### src/rtl/red_pitaya_ad5689_rx.sv
// AD5689 serial-link responder: decodes 24-bit frames into
// input/DAC registers and exposes them on the system bus.
module red_pitaya_ad5689_rx (
  input  logic        clk_i,
  input  logic        rstn_i,
  input  logic        spi_sclk_i,
  input  logic        spi_sdin_i,
  input  logic        spi_syncn_i,
  input  logic        spi_ldacn_i,
  input  logic        spi_rstn_i,
  output logic [15:0] dac_a_o,
  output logic [15:0] dac_b_o,
  output logic        dac_upd_o,
  input  logic [31:0] sys_addr,
  input  logic [31:0] sys_wdata,
  input  logic [3:0]  sys_sel,
  input  logic        sys_wen,
  input  logic        sys_ren,
  output logic [31:0] sys_rdata,
  output logic        sys_err,
  output logic        sys_ack
);

  typedef enum logic [2:0] {
    IDLE, SHIFT, EXEC, WAIT, ABORT
  } state_t;

  state_t      state;
  logic [2:0]  sclk_q, sdin_q, sync_q, ldac_q, rst_q;
  logic [4:0]  cnt;
  logic [23:0] sr, last_word;
  logic [15:0] in_a, in_b, frame_cnt, err_cnt;
  logic [1:0]  mask;
  logic        overrun, extra, ldac_p;

  logic        sclk_fall, sync_fall, sync_rise, ldac_fall;
  logic        spi_rst, ldac_low, clr;
  logic [15:0] in_a_n, in_b_n, dac_a_n, dac_b_n, data;
  logic [1:0]  mask_n;
  logic        wr_a, wr_b, swrst, sel_a, sel_b;
  logic        unused;

  assign unused = ^{sys_sel, sys_wdata, sys_addr[31:20],
                    sdin_q[2], rst_q[2]};

  // bit 1 is the synchronized level, bit 2 the history
  always_ff @(posedge clk_i or negedge rstn_i) begin
    if (!rstn_i) begin
      sclk_q <= 3'b000;
      sdin_q <= 3'b000;
      sync_q <= 3'b111;
      ldac_q <= 3'b111;
      rst_q  <= 3'b111;
    end else begin
      sclk_q <= {sclk_q[1:0], spi_sclk_i};
      sdin_q <= {sdin_q[1:0], spi_sdin_i};
      sync_q <= {sync_q[1:0], spi_syncn_i};
      ldac_q <= {ldac_q[1:0], spi_ldacn_i};
      rst_q  <= {rst_q[1:0], spi_rstn_i};
    end
  end

  assign sclk_fall = sclk_q[2] & ~sclk_q[1];
  assign sync_fall = sync_q[2] & ~sync_q[1];
  assign sync_rise = ~sync_q[2] & sync_q[1];
  assign ldac_fall = ldac_q[2] & ~ldac_q[1];
  assign ldac_low  = ~ldac_q[1];
  assign spi_rst   = ~rst_q[1];
  assign clr       = sys_wen && (sys_addr[19:0] == 20'h18);
  assign data      = sr[15:0];
  assign sel_a     = sr[16];
  assign sel_b     = sr[19];

  // frame write first, then the LDAC copy sees the new input value
  always_comb begin
    in_a_n  = in_a;
    in_b_n  = in_b;
    dac_a_n = dac_a_o;
    dac_b_n = dac_b_o;
    mask_n  = mask;
    wr_a    = 1'b0;
    wr_b    = 1'b0;
    swrst   = 1'b0;
    if (state == EXEC) begin
      unique case (sr[23:20])
        4'h1: begin
          if (sel_a) in_a_n = data;
          if (sel_b) in_b_n = data;
          if (ldac_low && sel_a && !mask[0]) begin
            dac_a_n = data;
            wr_a    = 1'b1;
          end
          if (ldac_low && sel_b && !mask[1]) begin
            dac_b_n = data;
            wr_b    = 1'b1;
          end
        end
        4'h2: begin
          if (sel_a) begin
            dac_a_n = in_a;
            wr_a    = 1'b1;
          end
          if (sel_b) begin
            dac_b_n = in_b;
            wr_b    = 1'b1;
          end
        end
        4'h3: begin
          if (sel_a) begin
            in_a_n  = data;
            dac_a_n = data;
            wr_a    = 1'b1;
          end
          if (sel_b) begin
            in_b_n  = data;
            dac_b_n = data;
            wr_b    = 1'b1;
          end
        end
        4'h5: swrst = 1'b1;
        4'h6: mask_n = data[1:0];
        default: ;
      endcase
    end
    if (ldac_p && !mask[0]) begin
      dac_a_n = in_a_n;
      wr_a    = 1'b1;
    end
    if (ldac_p && !mask[1]) begin
      dac_b_n = in_b_n;
      wr_b    = 1'b1;
    end
  end

  always_ff @(posedge clk_i or negedge rstn_i) begin
    if (!rstn_i) begin
      state     <= IDLE;
      cnt       <= 5'd0;
      sr        <= 24'd0;
      last_word <= 24'd0;
      in_a      <= 16'd0;
      in_b      <= 16'd0;
      dac_a_o   <= 16'd0;
      dac_b_o   <= 16'd0;
      dac_upd_o <= 1'b0;
      mask      <= 2'b00;
      overrun   <= 1'b0;
      extra     <= 1'b0;
      ldac_p    <= 1'b0;
      frame_cnt <= 16'd0;
      err_cnt   <= 16'd0;
    end else begin
      ldac_p <= ldac_fall;
      unique case (state)
        IDLE: if (sync_fall) begin
          state <= SHIFT;
          cnt   <= 5'd0;
          sr    <= 24'd0;
        end
        SHIFT: begin
          if (sclk_fall && cnt == 5'd23) begin
            sr    <= {sr[22:0], sdin_q[1]};
            state <= EXEC;
          end else if (sync_rise) begin
            state <= ABORT;
          end else if (sclk_fall) begin
            sr  <= {sr[22:0], sdin_q[1]};
            cnt <= cnt + 5'd1;
          end
        end
        EXEC: begin
          frame_cnt <= frame_cnt + 16'd1;
          last_word <= sr;
          extra     <= 1'b0;
          state     <= WAIT;
        end
        WAIT: begin
          if (sclk_fall && !extra) begin
            extra   <= 1'b1;
            overrun <= 1'b1;
            err_cnt <= err_cnt + 16'd1;
          end
          if (sync_rise) state <= IDLE;
        end
        ABORT: begin
          err_cnt <= err_cnt + 16'd1;
          state   <= IDLE;
        end
        default: state <= IDLE;
      endcase
      if (spi_rst || swrst) begin
        in_a      <= 16'd0;
        in_b      <= 16'd0;
        dac_a_o   <= 16'd0;
        dac_b_o   <= 16'd0;
        mask      <= 2'b00;
        overrun   <= 1'b0;
        dac_upd_o <= 1'b0;
        state     <= IDLE;
      end else begin
        in_a      <= in_a_n;
        in_b      <= in_b_n;
        dac_a_o   <= dac_a_n;
        dac_b_o   <= dac_b_n;
        mask      <= mask_n;
        dac_upd_o <= wr_a | wr_b;
      end
      if (clr) begin
        frame_cnt <= 16'd0;
        err_cnt   <= 16'd0;
        overrun   <= 1'b0;
      end
    end
  end

  assign sys_err = 1'b0;

  always_ff @(posedge clk_i or negedge rstn_i) begin
    if (!rstn_i) begin
      sys_ack   <= 1'b0;
      sys_rdata <= 32'd0;
    end else begin
      sys_ack <= sys_wen | sys_ren;
      unique case (sys_addr[19:0])
        20'h00:  sys_rdata <= {16'd0, dac_a_o};
        20'h04:  sys_rdata <= {16'd0, dac_b_o};
        20'h08:  sys_rdata <= {16'd0, in_a};
        20'h0C:  sys_rdata <= {16'd0, in_b};
        20'h10:  sys_rdata <= {err_cnt, frame_cnt};
        20'h14:  sys_rdata <= {5'd0, overrun, mask, last_word};
        default: sys_rdata <= 32'd0;
      endcase
    end
  end

endmodule
### config.mk
export PLATFORM = sky130hd
export DESIGN_NAME = red_pitaya_ad5689_rx
export DESIGN_NICKNAME = d
export VERILOG_FILES = /design/src/rtl/red_pitaya_ad5689_rx.sv
export SDC_FILE = /design/constraint.sdc
export NUM_CORES = 1
export LEC_CHECK = 0
export CAP_MARGIN = 25
export CORE_UTILIZATION = 54
export CTS_CLUSTER_DIAMETER = 120
export CTS_CLUSTER_SIZE = 14
export DETAILED_ROUTE_END_ITERATION = 16
export PLACE_DENSITY = 0.77
export SYNTH_ARGS = -nofsm -noshare
export SYNTH_HDL_FRONTEND = slang
export SYNTH_SLANG_ARGS = --single-unit
export TNS_END_PERCENT = 20
### constraint.sdc
create_clock -name clk_i -period 2.8 [get_ports clk_i]
set_clock_uncertainty 0.1 [all_clocks]
set_input_delay 0.84 -clock clk_i [delete_from_list [all_inputs] [get_ports clk_i]]
set_output_delay 0.84 -clock clk_i [all_outputs]
set_load 0.005 [all_outputs]
==> metrics <==
worst r2r dst=dac_b_o[12]; Max VDD drop=0.4949 mV; Critical Path Fanout Max=13; Setup crit end kind=flop; cell taking the most area after synthesis=dfrtp_1; dpl cell area=10750 um2; Max Cap Viol=0; Synth area leaders=dfrtp_1 (53%), nand2_1 (7.2%), mux2i_1 (5.6%); via count=7397; FMAX=397.1 MHz; Rel. slew slack=49.91%; Adder-Cell Fraction of Synth Area=0.4019%; min-delay worst type=primary input to asynchronous set/reset pin; Reg2Reg Setup Slack=0.37 ns; Power Dens Cells=516.3 nW/um2; DP Wirelength=16270 um; Top Ports=144; most common cell in the synthesized netlist=dfrtp_1; Num CTS Buffers=18; # resized after CTS=0; synthesized flop and latch total=204; Reg clk slew, reported paths=0.06 ns; starting DRC count in detailed routing=652; Die H=133.5 um; Reg-to-Reg Start=state[2]; crit path max-delay cell type=or4_1; Final Setup Violations=0; min cycle time layout=2.518 ns; drt first pass iters=5; Req. time, crit path=3.08 ns; pin count of the biggest net entering global routing=61; post-CTS setup buffer count=0; mux contribution to synthesized area=8.708%; P&R area growth vs syn=20.50%; Yosys top cell area share=52.52%; warnings from Yosys=0; Reg2Reg Depth=5; Final Cell Area=11250 um2; DR WL/cell=18.55 um; unrepaired setup endpoints after global routing=no; vias in the first global route=7152; CTS tree=done; NumNets Final=1101; global-route wire length before repair=37980 um; mapped cell area=9339 um2; Core Rows=47; Slew Limit Fails=0; share of cells above drive strength 1=12.07%; Hold WS=0.2296 ns; Synth Area in Simple Gates=17.67%; Worst Tran Pin Value=0.7496 ns; DRC violation count after routing=0; total wire length=23130 um; clk_lat worst skew=0.49 ns; detailed-route vias per instance=5.932; syn_nets=992; Synth Area in XOR/XNOR=3.095%; startpoint class of the critical path=primary input; number of synthesized flops with an enable pin=0; register area share after synthesis=54.77%; most instantiated cells after synthesis=dfrtp_1 (196), nand2_1 (180), nor2_1 (67); total global routing overflow=0; root buffer cell=clkbuf_16; period utilisation layout=89.94%; GRT Total Usage=27.10%; Core Region=16760 um2; Syn Area/Cell=10.24 um2; outcome=completed; chip width=133.5 um; post-synth cell types=67; share of async-settable or async-resettable flops after synthesis=100.0%; Crit path largest cell delay=0.59 ns; Compound-Gate Fraction of Synth Area=12.22%; critical path arrival=2.80 ns; Ant. Diodes=0; hold_buf cts=0; Post-synth top flop=dfrtp_1; synthesized instance count=912; final hold vios=0; final antenna-violating net count=0; CTS sink cnt=204; main combinational cell family by area after synthesis=simple AND/OR/NAND/NOR gates; worst path cell trace=clkdlybuf4s50_1, or4_1, or3_1, buf_4, nor2_1, a21oi_1, o221ai_1; antenna violations before repair=0; htree depth=1; I/O Buffers=94; CP Class=primary input to flop; die footprint=17820 um2; Clock Tree Buf Depth=3; final design utilization=67.14%; leakage power=4.800 nW; GPL Wtd Cong=0.8965; initial core utilization=55.72%; worst setup path start=sys_addr[17]
-- final cells by class --
class                           instances  area (um2)
Sequential cell                       204        5115
Multi-Input combinational cell        643        3941
Inverter                               12       45.04
Clock inverter                          1       8.758
Tap cell                              220       275.3
Fill cell                            1315        5507
Clock buffer                           25       498.0
Timing Repair Buffer                  142        1370
-- placed cells by master (no fill, tap or decap), types with 15 or more instances in the layout --
| cell type | instances |
|---|---|
| dfrtp_1 | 196 |
| nand2_1 | 180 |
| clkdlybuf4s50_1 | 92 |
| nor2_1 | 66 |
| o21ai_0 | 62 |
| mux2i_1 | 52 |
| a21oi_1 | 44 |
| buf_4 | 42 |
| mux2_2 | 24 |
| xnor2_1 | 19 |
| clkbuf_16 | 19 |
| nand3_1 | 15 |
-- stage by stage --
| stage | cells | total power (W) | setup TNS (ns) | setup WS, ns |
|---|---|---|---|---|
| floorplan | 912 | 0.003384 | 0 | 0.3043 |
| global placement | 1220 | 0.003584 | -0.7860 | -0.1001 |
| detailed placement | 1221 | 0.003602 | -1.007 | -0.1072 |
| CTS | 1247 | 0.005844 | 0 | 0.3338 |
| global route | 1247 | 0.006014 | 0 | 0.1881 |
| finish | 1247 | 0.005810 | 0 | 0.2817 |
-- flip-flops by register name (all words and copies together), names as in the netlist, 5 cells and up --
signal,count
sys_rdata,32
err_cnt,16
sr,24
dac_a_o,16
last_word,24
in_a,16
cnt,5
dac_b_o,16
in_b,16
frame_cnt,16
-- how the worst max path moves through the flow --
stage	end	slack, ns
after floorplan	frame_cnt[10]	0.30
after global placement	sys_rdata[6]	-0.10
after detailed placement	sys_rdata[1]	-0.11
after CTS	sys_rdata[1]	0.33
after global routing	dac_b_o[12]	0.19
final	sys_rdata[1]	0.28
-- kinds of logic after synthesis --
kind of cell | Yosys count
adders and majority gates | 3
DFF | 204
muxes | 77
and+or+nand+nor | 349
AOI/OAI and AO/OA | 180
buffers and inverters | 65
xor gates and xnor gates | 33
other | 1
-- per-layer routing --
metal  global-route usage [%]  vias to the layer above  routed length, um
li1                         -                     3404                  -
met1                    40.86                     3620              10260
met2                    40.97                      326              10470
met3                    4.033                       47               1828
met4                    7.513                        0                573
met5                        0                        -                  0
-- critical path, delay by kind of cell --
family / cells / cell delay, ns
buf+inv: 2 / 0.60
compound gates: 2 / 0.26
simple gates: 3 / 1.10
-- power by group --
| group | total [W] | switching (W) | leakage, nW | internal [W] |
|---|---|---|---|---|
| clock network | 0.00226 | 0.00103 | 0.245 | 0.00123 |
| logic | 0.000460 | 0.000274 | 1.91 | 0.000186 |
| registers | 0.00309 | 0.0000738 | 2.65 | 0.00301 |
Power figures use the tool's default switching activity.
